### config.mk
export PLATFORM = sky130hd
export DESIGN_NAME = rll27_decoder
export DESIGN_NICKNAME = d
export VERILOG_FILES = /design/src/rtl/rll_pkg.sv /design/src/rtl/rll_nrzi_demod.sv /design/src/rtl/rll27_decoder.sv
export SDC_FILE = /design/constraint.sdc
export NUM_CORES = 1
export LEC_CHECK = 0
export BUFFER_PORTS_ARGS = -buffer_cell sky130_fd_sc_hd__buf_2
export CAP_MARGIN = 20
export CORE_UTILIZATION = 47
export CTS_CLUSTER_DIAMETER = 200
export CTS_CLUSTER_SIZE = 40
export DETAILED_ROUTE_END_ITERATION = 6
export PLACE_DENSITY = 0.75
export SETUP_SLACK_MARGIN = 0.02
export SLEW_MARGIN = 40
export SYNTH_ARGS = -nofsm -noshare
export SYNTH_HDL_FRONTEND = slang
export SYNTH_SLANG_ARGS = --single-unit
### constraint.sdc
create_clock -name clk_i -period 1.8 [get_ports clk_i]
set_input_delay 0.36 -clock clk_i [delete_from_list [all_inputs] [get_ports clk_i]]
set_output_delay 0.36 -clock clk_i [all_outputs]
set_load 0.03 [all_outputs]
### src/rtl/rll_pkg.sv
// RLL(2,7) shared definitions: codeword table, lengths and FSM states.
// Used by rll27_decoder and its NRZI demodulator.
package rll_pkg;

  typedef enum logic {HUNT, DECODE} rll_dec_state_e;

  localparam logic [3:0] RLL_D  = 4'd2;
  localparam logic [3:0] RLL_K  = 4'd7;
  localparam logic [3:0] CW_MAX = 4'd8;

  localparam logic [7:0] CW_11   = 8'b0000_1000;
  localparam logic [7:0] CW_10   = 8'b0000_0100;
  localparam logic [7:0] CW_011  = 8'b0000_1000;
  localparam logic [7:0] CW_010  = 8'b0010_0100;
  localparam logic [7:0] CW_000  = 8'b0000_0100;
  localparam logic [7:0] CW_0011 = 8'b0000_1000;
  localparam logic [7:0] CW_0010 = 8'b0010_0100;

  localparam logic [3:0] CL_2 = 4'd4;
  localparam logic [3:0] CL_3 = 4'd6;
  localparam logic [3:0] CL_4 = 4'd8;

  localparam logic [3:0] D_11   = 4'b0011;
  localparam logic [3:0] D_10   = 4'b0010;
  localparam logic [3:0] D_011  = 4'b0011;
  localparam logic [3:0] D_010  = 4'b0010;
  localparam logic [3:0] D_000  = 4'b0000;
  localparam logic [3:0] D_0011 = 4'b0011;
  localparam logic [3:0] D_0010 = 4'b0010;

  localparam logic [2:0] DL_2 = 3'd2;
  localparam logic [2:0] DL_3 = 3'd3;
  localparam logic [2:0] DL_4 = 3'd4;

  typedef struct packed {
    logic       hit;
    logic [3:0] data;
    logic [2:0] len;
  } rll_dec_t;

  // w holds exactly n code bits, right-aligned, upper bits zero
  function automatic rll_dec_t rll_lookup(
    input logic [7:0] w,
    input logic [3:0] n
  );
    rll_dec_t r;
    r = '0;
    unique case (1'b1)
      (n == CL_2 && w == CW_11):   r = {1'b1, D_11, DL_2};
      (n == CL_2 && w == CW_10):   r = {1'b1, D_10, DL_2};
      (n == CL_3 && w == CW_011):  r = {1'b1, D_011, DL_3};
      (n == CL_3 && w == CW_010):  r = {1'b1, D_010, DL_3};
      (n == CL_3 && w == CW_000):  r = {1'b1, D_000, DL_3};
      (n == CL_4 && w == CW_0011): r = {1'b1, D_0011, DL_4};
      (n == CL_4 && w == CW_0010): r = {1'b1, D_0010, DL_4};
      default:                     r = '0;
    endcase
    return r;
  endfunction

endpackage

### src/rtl/rll_nrzi_demod.sv
// NRZI demodulator: a code bit is 1 whenever the line level changes.
module rll_nrzi_demod #(
  parameter logic INIT_LEVEL = 1'b0
) (
  input  logic clk_i,
  input  logic rst_ni,
  input  logic data_i,
  output logic c_o
);

  logic r_prev;

  always_ff @(posedge clk_i or negedge rst_ni) begin
    if (!rst_ni) r_prev <= INIT_LEVEL;
    else         r_prev <= data_i;
  end

  assign c_o = data_i ^ r_prev;

endmodule

### src/rtl/rll27_decoder.sv
// RLL(2,7) decoder: NRZI demod, greedy codeword parse, parallel output.
// Optional run-length monitor: RLL_DECODER_RUNLENGTH_CHECK_EN.
module rll27_decoder
  import rll_pkg::*;
#(
  parameter logic INIT_LEVEL = 1'b0,
  parameter logic AUTO_SYNC  = 1'b0
) (
  input  logic       clk_i,
  input  logic       rst_ni,
  input  logic       data_i,
  input  logic       sync_i,
  output logic [3:0] dec_data_o,
  output logic [2:0] dec_len_o,
  output logic       valid_o,
  output logic       err_o,
  output logic       rl_err_o
);

  rll_dec_state_e r_state, w_state_n;
  logic [6:0] r_code, w_code_n;
  logic [2:0] r_cnt, w_cnt_n;
  logic [3:0] r_data, w_data_n;
  logic [2:0] r_len, w_len_n;
  logic       r_valid, w_valid_n;
  logic       r_err, w_err_n;
  logic       w_c;
  logic [3:0] w_cnt_inc;
  rll_dec_t   w_dec;

  rll_nrzi_demod #(
    .INIT_LEVEL(INIT_LEVEL)
  ) u_demod (
    .clk_i (clk_i),
    .rst_ni(rst_ni),
    .data_i(data_i),
    .c_o   (w_c)
  );

  assign w_cnt_inc = {1'b0, r_cnt} + 4'd1;
  assign w_dec     = rll_lookup({r_code, w_c}, w_cnt_inc);

  always_ff @(posedge clk_i or negedge rst_ni) begin
    if (!rst_ni) r_state <= AUTO_SYNC ? DECODE : HUNT;
    else         r_state <= w_state_n;
  end

  always_comb begin
    w_state_n = r_state;
    unique case (r_state)
      HUNT:    if (sync_i) w_state_n = DECODE;
      DECODE:  w_state_n = DECODE;
      default: w_state_n = HUNT;
    endcase
  end

  // sync always restarts alignment, even on a completing bit
  always_comb begin
    w_code_n  = r_code;
    w_cnt_n   = r_cnt;
    w_data_n  = r_data;
    w_len_n   = r_len;
    w_valid_n = 1'b0;
    w_err_n   = 1'b0;
    if (sync_i) begin
      w_code_n = {6'b0, w_c};
      w_cnt_n  = 3'd1;
    end else if (r_state == DECODE) begin
      if (w_dec.hit) begin
        w_code_n  = '0;
        w_cnt_n   = '0;
        w_data_n  = w_dec.data;
        w_len_n   = w_dec.len;
        w_valid_n = 1'b1;
      end else if (w_cnt_inc == CW_MAX) begin
        w_code_n = '0;
        w_cnt_n  = '0;
        w_err_n  = 1'b1;
      end else begin
        w_code_n = {r_code[5:0], w_c};
        w_cnt_n  = w_cnt_inc[2:0];
      end
    end
  end

  always_ff @(posedge clk_i or negedge rst_ni) begin
    if (!rst_ni) begin
      r_code  <= '0;
      r_cnt   <= '0;
      r_data  <= '0;
      r_len   <= '0;
      r_valid <= 1'b0;
      r_err   <= 1'b0;
    end else begin
      r_code  <= w_code_n;
      r_cnt   <= w_cnt_n;
      r_data  <= w_data_n;
      r_len   <= w_len_n;
      r_valid <= w_valid_n;
      r_err   <= w_err_n;
    end
  end

  assign dec_data_o = r_data;
  assign dec_len_o  = r_len;
  assign valid_o    = r_valid;
  assign err_o      = r_err;

`ifdef RLL_DECODER_RUNLENGTH_CHECK_EN
  logic [3:0] r_zrun;
  logic       r_seen1;
  logic       r_rl;

  always_ff @(posedge clk_i or negedge rst_ni) begin
    if (!rst_ni) begin
      r_zrun  <= '0;
      r_seen1 <= 1'b0;
      r_rl    <= 1'b0;
    end else if (sync_i) begin
      r_zrun  <= w_c ? 4'd0 : 4'd1;
      r_seen1 <= w_c;
      r_rl    <= 1'b0;
    end else if (r_state == DECODE) begin
      if (w_c) begin
        r_rl    <= r_seen1 && (r_zrun < RLL_D);
        r_zrun  <= '0;
        r_seen1 <= 1'b1;
      end else begin
        r_rl   <= (r_zrun == RLL_K);
        r_zrun <= (r_zrun == CW_MAX) ? r_zrun : r_zrun + 4'd1;
      end
    end else begin
      r_rl <= 1'b0;
    end
  end

  assign rl_err_o = r_rl;
`else
  assign rl_err_o = 1'b0;
`endif

endmodule

Word-level counts from Yosys, hierarchy flattened
Index checks and enable logic that the tools add are counted.
{ "word_totals": {"output_inout_bits": 10, "in_bits": 4, "mem_count": 0, "latch_bits": 0, "ram_bits": 0, "rom_bits": 0, "reg_bits": 21, "word_cells": 45} }
{ "classes": {"multipliers": 0, "shifts": 0, "n_bitwise": 3, "reduce_logical": 9, "n_addsub": 1, "div": 0, "mux": 18, "n_lt_le_gt_ge": 0, "n_eq_ne": 6} }
{ "op_table": {"columns": ["op", "count"], "rows": [
  ["$pmux 8 s7", 1],
  ["$mux 7", 4],
  ["$mux 3", 4],
  ["$eq 4x3->1 const B", 2],
  ["$eq 8x3->1 const B", 1],
  ["$eq 8x4->1 const B", 1],
  ["$eq 8x6->1 const B", 1],
  ["$mux 1", 8],
  ["$logic_and 1x1->1", 7],
  ["$add 3x1->4 const B", 1],
  ["$eq 4x4->1 const B", 1],
  ["$reduce_and 3->1", 1],
  ["$not 1->1", 2],
  ["$pmux 1 s2", 1],
  ["$reduce_bool 2->1", 1],
  ["$xor 1x1->1", 1]
]} }

Longest topological paths before layout
{ "depth": {"ltp_word": 7, "depth_mapped": 7, "depth_no_buf": 7} }

Cells and area by module
From an unflattened synthesis, not the netlist that was laid out.
{ "hier_totals": {"cells_unflattened": 110, "hier_area_um2": 998.5} }
{ "modules_own_cells": {"columns": ["mod", "seq_area_each_um2", "instances", "area_per_inst_um2", "cells_per_inst"], "rows": [
  ["rll27_decoder", 450.4, 1, 964.7, 108],
  ["rll_nrzi_demod", 25.0, 1, 33.8, 2]
]} }

Worst setup path after synthesis
Ideal clock, no wire load.
{ "synth_timing": {"path_type": "reg2reg", "from": "reg r_code[0]", "to": "reg r_code[2]", "t_arrival_ps": 1808, "path_stages_with_launch": 6, "setup_time_ps": 121, "required_ps": 1679, "n_path_buf": 0, "period_less_slack_ps": 1929, "setup_slack_ps": -129, "path_cell_list": "dfrtp_1 or4_4 or3_4 nand2b_4 and3_1 a22o_1"} }
{ "synth_between": {"elab_chain_len": 6, "elab_cells_between_ends": 14, "classes_between": "eq/ne: 3; mux: 4; reduce/logical: 7"} }
{ "synth_rtl": {"columns": ["element", "line_no", "source"], "rows": [
  ["start, declared", "rll27_decoder.sv:21", "logic [6:0] r_code, w_code_n;"],
  ["start signal, assigned", "rll27_decoder.sv:95", "r_code <= w_code_n;"],
  ["$eq 8x6->1 (tied with other cells)", "rll_pkg.sv:52, rll_pkg.sv:55", null],
  ["$logic_and 1x1->1 (tied with other cells)", "rll_pkg.sv:55", "(n == CL_4 && w == CW_0010): r = {1'b1, D_0010, DL_4};"],
  ["$pmux 8 s7 *", "rll_pkg.sv:48", "unique case (1'b1)"],
  ["$mux 7 *", "rll27_decoder.sv:69", "if (w_dec.hit) begin"],
  ["$mux 7 *", "rll27_decoder.sv:68", "end else if (r_state == DECODE) begin"],
  ["$mux 7 *", "rll27_decoder.sv:65", "if (sync_i) begin"]
]} }
Every way passes the cells marked *; elsewhere a longest branch is shown, timed or not. The select of a mux whose other input is x is not followed.
A chain may end at the register's enable or synchronous reset.

Final worst setup path
{ "layout_timing": {"from": "reg r_code[3]", "to": "reg r_data[0] (netlist: dec_data_o[0])"} }
{ "layout_between": {"elab_chain_len": 4, "elab_cells_between_ends": 12, "classes_between": "eq/ne: 3; mux: 1; reduce/logical: 8"} }
{ "layout_rtl": {"columns": ["element", "line_no", "source"], "rows": [
  ["$eq 8x6->1 (tied with other cells)", "rll_pkg.sv:52, rll_pkg.sv:55", null],
  ["$logic_and 1x1->1 (tied with other cells)", "rll_pkg.sv:55", null],
  ["$pmux 8 s7 *", "rll_pkg.sv:48", null],
  ["$reduce_and 3->1 (no source line)", null, null],
  ["end signal, assigned", "rll27_decoder.sv:97", "r_data <= w_data_n;"],
  ["end, declared", "rll27_decoder.sv:23", "logic [3:0] r_data, w_data_n;"]
]} }
Every way passes the cells marked *; elsewhere a longest branch is shown, timed or not.

==> metrics <==
status complete, but fails checks; violated checks setup timing; Distinct cells, synth between 40 and 50; CTS root buf clkbuf_4; sequential share of the synthesized area around 49%; Fmax 0.505 GHz; required time worst endpoint 2.04 ns; leakage power 0.593 nW; Final Non-Filler Cells between 100 and 150; initial DRC count 16; post-synthesis cell count 89; min-delay src data_i; ys async rst share 100%; syn avg cell area 11.0 µm²; RR Startpoint r_code[3]; Setup-failing EPs final 15; vias per inst 5.52; Bufs on Longest Clock Path 2; GRT overflow 0; Worst Setup Start Kind register; flop2flop setup slack -0.18 ns; Hold Path End u_demod.r_prev; cells along the critical path or4_4 -> or3_4 -> or4b_4 -> o22ai_2; clk_skew 0.0108 ns; first-pass GRT wire length 3.11 mm; Slew Viols, Final 0; design area 0.00132 mm²; all-layer global routing usage 20.5%; hold path depth 1; Initial DRT Pass Iterations 4; dpl cells 140; Max stage delay on crit path 0.55 ns; wire per inst 13.8 µm; Detail Route Antenna Nets 0; area leader, netlist dfrtp_1; post-layout minimum cycle time 1.98 ns; area post-placement approximately 0.0012 mm²; CP Capture Type register; EDFF count, synth 0; final worst-path cycle share 110%; Syn. warnings 0; setup TNS -1.68 ns; area grow syn2layout 34.8%; Vias about 810; Final Hold Viols 0; worst-skew pair later-pin latency 0.31 ns; total die area around 0.0023 mm²; CTS sink count 19; row count 16; largest net degree at the start of global routing 20; CORE AREA 0.00196 mm²; port bufs 10; Hold Crit Class input pin to register; Peak VDD IR 0.710 mV; Max-cap violations 0; Die Ht 47.6 µm; vias in the first global route between 700 and 800; DRC 0; R2R cell count 4; hpwl dp around 1.4 mm; CTS tree built; TritonCTS buffer count 3; final worst slack -0.179 ns; register area 475 µm²; Power Dens Cells a little over 900 mW/mm²; Starting Density between 40% and 50%; unrepaired setup endpoints after global routing yes; gpl congestion 0.854; cell area after synthesis ~980 µm²; die width 47.6 µm; fraction of layout cells with a size suffix above 1 41.7%; I/O pin cnt 14; Reg clk slew, reported paths 0.12 ns; Main synth FF type dfrtp_1; critical path type register to register; final core occ 67.2%; Final nets between 100 and 150; H-tree depth 1; Antenna Cells 0; Worst EP arrival 2.22 ns; worst flop-to-flop path endpoint dec_data_o[0]; worst-path cell with the longest stage delay or4_4; share of the synthesized area in the top cell type 48.6%; Synth area leaders dfrtp_1, a22o_1, ha_1; final WL slightly above 2 mm; antenna violations before repair 0; list of most frequent post-synthesis cells dfrtp_1, inv_1, nand2_1; crit-path max FO 3; FILL cells about 160; Synth Register Bits 19; top-count cell post-synth dfrtp_1; area occupied by multi-input gates 561 µm²
layout by cell type, fill, tap and decap left out, types with 2 or more instances in the layout:
cell,count
dfrtp_1,19
buf_4,17
buf_2,10
inv_1,6
nand2_1,5
a22o_1,4
nor2_1,3
nand2b_1,3
a21oi_1,3
conb_1,3
clkbuf_4,3
nand3b_1,2
nand3_1,2
nor2b_1,2
a32o_1,2
ha_1,2
cells by family after synthesis:
logic type	after synthesis	synth area share, %
simple gates	29	18.9
fa+ha+maj	2	2.56
xor+xnor	2	2.56
compound gates	26	21.9
flops	19	48.6
other cells	1	0.383
buf+inv	10	5.11
metrics by stage:
step / hold slack [ns] / setup slack, ns / total power, mW
floorplan: 0.0644 / -0.107 / 0.819
global route: 0.190 / -0.229 / 1.27
finish: 0.201 / -0.179 / 1.20
detailed placement: 0.326 / -0.164 / 0.948
CTS: 0.201 / -0.161 / 1.18
global placement: 0.313 / -0.127 / 0.937
final cells by class:
type                            instances  area share, %
Tap cell                               27           2.56
Timing Repair Buffer                   29           15.1
Multi-Input combinational cell         62           42.5
Clock buffer                            3           1.71
Inverter                                6           1.71
Clock inverter                          1          0.380
Sequential cell                        19           36.1
where the power goes:
part | leakage [nW] | switching (mW) | internal (mW)
Sequential | 0.235 | 0.0343 | 0.497
Clock | 0.0177 | 0.139 | 0.0830
Combinational | 0.341 | 0.270 | 0.177
Total | 0.593 | 0.443 | 0.757
worst max path at each step:
stage	slack [ns]	startpoint	cells after the start	endpoint
CTS	-0.16	r_code[6]	4	dec_data_o[0]
global placement	-0.13	r_code[6]	4	dec_data_o[0]
floorplan	-0.11	r_code[6]	4	dec_data_o[0]
finish	-0.18	r_code[3]	4	dec_data_o[0]
global route	-0.23	r_code[3]	4	dec_data_o[0]
detailed placement	-0.16	r_code[6]	4	dec_data_o[0]
flip-flops by register name, indices dropped and copies added, names as in the netlist:
signal and count:
dec_data_o 2, dec_len_o 3, err_o 1, r_cnt 3, r_code 7, r_state 1, u_demod.r_prev 1, valid_o 1
worst max-delay path, delay by kind of cell (launching register included):
| kind | cells | cell delay, ns |
|---|---|---|
| AO/OA/AOI/OAI | 1 | 0.10 |
| flip-flops | 1 | 0.40 |
| AND/OR/NAND/NOR | 3 | 1.42 |
timing repair:
| item | in CTS | in global routing |
|---|---|---|
| endpoints found under the hold margin | 19 | 0 |
| pin swaps | 3 | 0 |
| setup endpoints to repair | 15 | 16 |
| buffers inserted | 1 | 1 |
| resized for setup | 8 | 9 |
| hold buffers | 1 | 0 |
layer usage:
layer / GRT usage [%] / part of all wire (%) / vias up
li1: - / - / 386
met1: 26.0 / 44 / 390
met2: 34.0 / 49 / 32
met3: 4.53 / 4.8 / 4
met4: 8.33 / 2.0 / 0
met5: 0 / 0 / -
Power figures use the tool's default switching activity.
